--- config.mk ---
export PLATFORM = sky130hd
export DESIGN_NAME = serial_adder
export DESIGN_NICKNAME = d
export VERILOG_FILES = /design/src/rtl/serial_adder.sv
export SDC_FILE = /design/constraint.sdc
export NUM_CORES = 1
export LEC_CHECK = 0
export CORE_MARGIN = 2
export CORE_UTILIZATION = 50
export CTS_BUF_LIST = sky130_fd_sc_hd__clkbuf_2
export DETAILED_ROUTE_END_ITERATION = 16
export PLACE_DENSITY_LB_ADDON = 0.12
export SYNTH_ARGS = -nofsm -noshare
export SYNTH_HDL_FRONTEND = slang
export SYNTH_SLANG_ARGS = --single-unit
--- constraint.sdc ---
create_clock -name i_clk -period 2.04 [get_ports i_clk]
set_input_delay 0.204 -clock i_clk [delete_from_list [all_inputs] [get_ports i_clk]]
set_output_delay 0.204 -clock i_clk [all_outputs]
set_load 0.02 [all_outputs]
--- src/rtl/serial_adder.sv ---
// Digit-serial adder: adds two WIDTH-bit operands DIGIT bits per clock through one slice.
// Latency: done pulses N=WIDTH/DIGIT clocks after the accepted start edge; one op per N+1 clocks.
// Backpressure: start is sampled only while idle; start during busy (including the last edge) is dropped.
//
// Ports:
//   i_clk, i_rst      : clock; synchronous active-high reset (priority over everything)
//   i_start           : request, accepted only when o_busy=0
//   i_a, i_b          : operands, captured on the accepted start edge
//   i_sub             : present only with SERIAL_ADDER_SUB_EN; 1 selects a-b
//   o_busy            : high while digits are being processed
//   o_done            : one-cycle pulse; o_sum/o_cout valid from this cycle
//   o_sum, o_cout     : registered result and carry out, held until the next done
//
// Optional feature macro: SERIAL_ADDER_SUB_EN (adds i_sub; subtraction as a + ~b + 1).
module serial_adder #(
  parameter int WIDTH = 8,
  parameter int DIGIT = 1
) (
  input  logic             i_clk,
  input  logic             i_rst,
  input  logic             i_start,
`ifdef SERIAL_ADDER_SUB_EN
  input  logic             i_sub,
`endif
  input  logic [WIDTH-1:0] i_a,
  input  logic [WIDTH-1:0] i_b,
  output logic             o_busy,
  output logic             o_done,
  output logic [WIDTH-1:0] o_sum,
  output logic             o_cout
);

  localparam int N  = WIDTH / DIGIT;
  localparam int CW = (N > 1) ? $clog2(N) : 1;

  localparam logic [0:0] S_IDLE = 1'b0;
  localparam logic [0:0] S_RUN  = 1'b1;

  generate
    if (WIDTH < 1 || DIGIT < 1 || (WIDTH % DIGIT) != 0) begin : g_bad_param
      $error("serial_adder: WIDTH must be >= 1 and DIGIT must divide WIDTH");
    end
  endgenerate

  logic [0:0]       r_state;
  logic [WIDTH-1:0] r_a;
  logic [WIDTH-1:0] r_b;
  logic [WIDTH-1:0] r_acc;
  logic             r_carry;
  logic [CW-1:0]    r_cnt;
  logic [WIDTH-1:0] r_sum;
  logic             r_cout;
  logic             r_done;

  logic             w_sub;
  logic [WIDTH-1:0] w_b_in;
  logic [DIGIT:0]   w_dig;
  logic [WIDTH-1:0] w_acc_nxt;
  logic             w_last;

`ifdef SERIAL_ADDER_SUB_EN
  assign w_sub = i_sub;
`else
  assign w_sub = 1'b0;
`endif

  // Subtraction reuses the adder: B is stored inverted and the carry starts at 1.
  assign w_b_in = w_sub ? ~i_b : i_b;

  // The single DIGIT-bit slice; bit DIGIT is the carry into the next digit.
  assign w_dig = {1'b0, r_a[DIGIT-1:0]} + {1'b0, r_b[DIGIT-1:0]} + {{DIGIT{1'b0}}, r_carry};

  // Result digits enter from the MSB side so after N shifts digit 0 sits at the LSB.
  generate
    if (N == 1) begin : g_single
      assign w_acc_nxt = w_dig[DIGIT-1:0];
    end else begin : g_multi
      assign w_acc_nxt = {w_dig[DIGIT-1:0], r_acc[WIDTH-1:DIGIT]};
    end
  endgenerate

  assign w_last = (r_cnt == CW'(N - 1));

  always_ff @(posedge i_clk) begin
    if (i_rst) begin
      r_state <= S_IDLE;
      r_a     <= '0;
      r_b     <= '0;
      r_acc   <= '0;
      r_carry <= 1'b0;
      r_cnt   <= '0;
      r_sum   <= '0;
      r_cout  <= 1'b0;
      r_done  <= 1'b0;
    end else begin
      r_done <= 1'b0;
      case (r_state)
        S_IDLE: begin
          if (i_start) begin
            r_a     <= i_a;
            r_b     <= w_b_in;
            r_carry <= w_sub;
            r_acc   <= '0;
            r_cnt   <= '0;
            r_state <= S_RUN;
          end
        end
        default: begin
          r_carry <= w_dig[DIGIT];
          r_a     <= r_a >> DIGIT;
          r_b     <= r_b >> DIGIT;
          r_acc   <= w_acc_nxt;
          r_cnt   <= r_cnt + CW'(1);
          // Only the completed result is ever published on sum/cout.
          if (w_last) begin
            r_sum   <= w_acc_nxt;
            r_cout  <= w_dig[DIGIT];
            r_done  <= 1'b1;
            r_state <= S_IDLE;
          end
        end
      endcase
    end
  end

  assign o_busy = (r_state == S_RUN);
  assign o_done = r_done;
  assign o_sum  = r_sum;
  assign o_cout = r_cout;

endmodule

==> out/qor.txt <==
==============================================================================
Number of setup buffers added after CTS                                      0
Relative max-transition margin                                           0.695
Largest fanout of any net on the critical path                               3
Fin crit share                                                           0.782
Syn avg cell area                                                    9.82 um^2
Clock Root Buffer                                                     clkbuf_2
Number of iterations in the first detailed-routing pass                      4
Cell types occupying the most area after synthesis                dfxtp_1 (46%), mux2i_1 (9.7%), a211oi_1 (6.8%), a21oi_1 (6.1%), a21bo_2 (5.5%)
CP Data Required Time                                                  1840 ps
Peak supply drop                                                    0.000339 V
Pwr Density                                                        642 mW/mm^2
Final weighted congestion in routability-driven placement                0.678
Actual slew at the worst max-slew pin                                   456 ps
Wire length reported by the detailed router                            3050 um
Clock slew at reported path FFs                                         180 ps
NumNets Final                                                              215
Global-route congestion overflow total                                       0
I/O pin count                                                               30
Starting density of the core                                             0.532
Element type at the critical path end                              output port
Largest buffer count on any clock path                                       2
Diodes inserted                                                              0
Cell family with most CP delay                                    buffers and inverters
Via count of the first global-routing pass                                1171
Clock skew                                                             7.27 ps
Average wire per cell in the routed design                             12.9 um
Number of distinct library cells after synthesis                            21
Worst path max stage delay                                              620 ps
Rows                                                                        20
Total setup violations reported at the end of the flow                       0
Share of post-route cells with drive strength above 1                    0.114
Leakage power figure                                                  0.745 nW
Number of buffers added to fix hold violations after cts                     0
Number of DRC violations after detailed-routing iteration 0                 47
Setup slack on the worst flop-to-flop path                              590 ps
Warnings, synthesis                                                          0
Post-synthesis sequential area ratio                                     0.461
H-Tree Depth                                                                 2
Horiz. Die Dim                                                         61.5 um
Clk_lat worst skew                                                      380 ps
TritonCTS Buffers                                                            5
Top cell type by total area after synthesis                            dfxtp_1
Number of enable flip-flop cells after synthesis                             0
Syn Nets                                                                   190
Critical Path Slowest Stage Cell                                  clkdlybuf4s50_1
Critical path buffer and inverter count                                      1
Result of the run                                                    completed
Post-DRT Antenna Nets                                                        0
Data arrival time of the critical path                                 1390 ps
Die area                                                          0.00378 mm^2
Antenna violations before repair                                             0
Commonest register cell after synthesis                                dfxtp_1
Number of buffer cells added on primary ports                               29
Sequence of cells on the critical path                            clkdlybuf4s50_1
Maximum clock frequency                                              0.626 GHz
Proportion of netlist area held by the largest area contributor          0.461
Number of violations of the max-capacitance limit                            0
Pin count of the biggest net entering global routing                        45
Resized cells post-CTS                                                       0
Detailed placer's ending HPWL                                          1940 um
Synth Cell Area                                                   0.00165 mm^2
Post-route minimum period                                              1600 ps
Most numerous cell types in the synthesized netlist               dfxtp_1 (38), a21oi_1 (20), mux2i_1 (16), a211oi_1 (15), nor2b_1 (14)
Residual DRC                                                                 0
Number of pins with negative max-slew slack in the final report              0
TritonCTS clock tree                                                     built
Wire length of the first global-routing pass                           5030 um
Layout Area Growth over Synthesis                                        20.2%
Path category of the worst min-delay check                        input port to register
Global router's overall resource usage                                   0.183
Count of final hold-check violations                                         0
CTS sink count                                                              38
Core box area                                                     0.00310 mm^2
Seq cells post-synth                                                        38
Gate count of the mapped netlist                                           168
Total power draw                                                     0.00127 W
Height of the die                                                      61.5 um
Unrepaired setup endpoints after global routing                             no
Cell with the most instances after synthesis                           dfxtp_1
Setup tns final                                                           0 ps
Startpoint types                                                      register
Post-DR vias/cell                                                         5.34
Fraction of registers with async set/reset                                   0
Critical setup path kind                                          register to output port
Routed vias                                                               1266
==============================================================================
cell families after synthesis:
logic type      synth area share
fa+ha+maj                 0.0273
flops                      0.461
buf+inv                   0.0531
simple gates               0.178
mux                       0.0970
compound gates             0.183
worst paths after layout:
check,start,endpoint,cells past startpoint
min reg2reg,r_acc[1],o_sum[0],2
max reg2reg,o_busy,r_a[2],3
min,i_b[7],r_b[7],3
max,o_busy,o_busy,1
registers in the layout, summed over array words and instances, names as in the netlist:
name     flops
o_sum        8
r_a          8
r_b          8
r_acc        7
r_cnt        3
o_busy       1
o_cout       1
o_done       1
r_carry      1
stage by stage:
step                      utilization  instances  cell area, um^2  hold slack, ps  setup WS, ps
after floorplan                     -        168             1650             399           792
after global placement          0.628        230             1950             449           566
after detailed placement        0.628        230             1950             457           519
after CTS                       0.640        237             1980             415           402
after global routing            0.640        237             1980             422           347
final                           0.640        237             1980             437           444
per-layer routing:
| metal | up-vias | wire, um | part of all wire | track usage |
|---|---|---|---|---|
| li1 | 643 | - | - | - |
| met1 | 595 | 1380 | 0.45 | 0.216 |
| met3 | 6 | 140 | 0.046 | 0.0567 |
| met4 | 0 | 49 | 0.016 | 0.0729 |
| met2 | 22 | 1470 | 0.48 | 0.312 |
| met5 | - | 0 | 0 | 0 |
where the power goes:
part,internal (W),switching [W],total (W),leakage (nW)
Sequential,0.000775,0.0000186,0.000793,0.310
Combinational,0.0000825,0.0000790,0.000162,0.406
Clock,0.0000893,0.000230,0.000319,0.0291
Total,0.000946,0.000328,0.00127,0.745
final cells by class:
cell class | instances | area, um^2
inverters | 1 | 3.75
well taps | 44 | 55.1
repair buffers | 34 | 328
fillers | 292 | 1120
multi-input cells | 113 | 802
flip-flops and latches | 38 | 761
clock buffers | 7 | 35.0
cell usage in the layout, fill, tap and decap left out:
cell and count:
clkbuf_2 7, fa_1 1, or3b_1 10, nand2b_1 1, inv_1 1, nor3_1 2, buf_4 5, dfxtp_1 38
a211oi_1 15, mux2i_1 16, nand3_1 9, ha_1 2, a21oi_1 20, or3b_2 1, nand2_1 11, clkdlybuf4s50_1 29
nor2_1 2, nor2b_1 14, a21bo_2 9
Power figures use the tool's default switching activity.
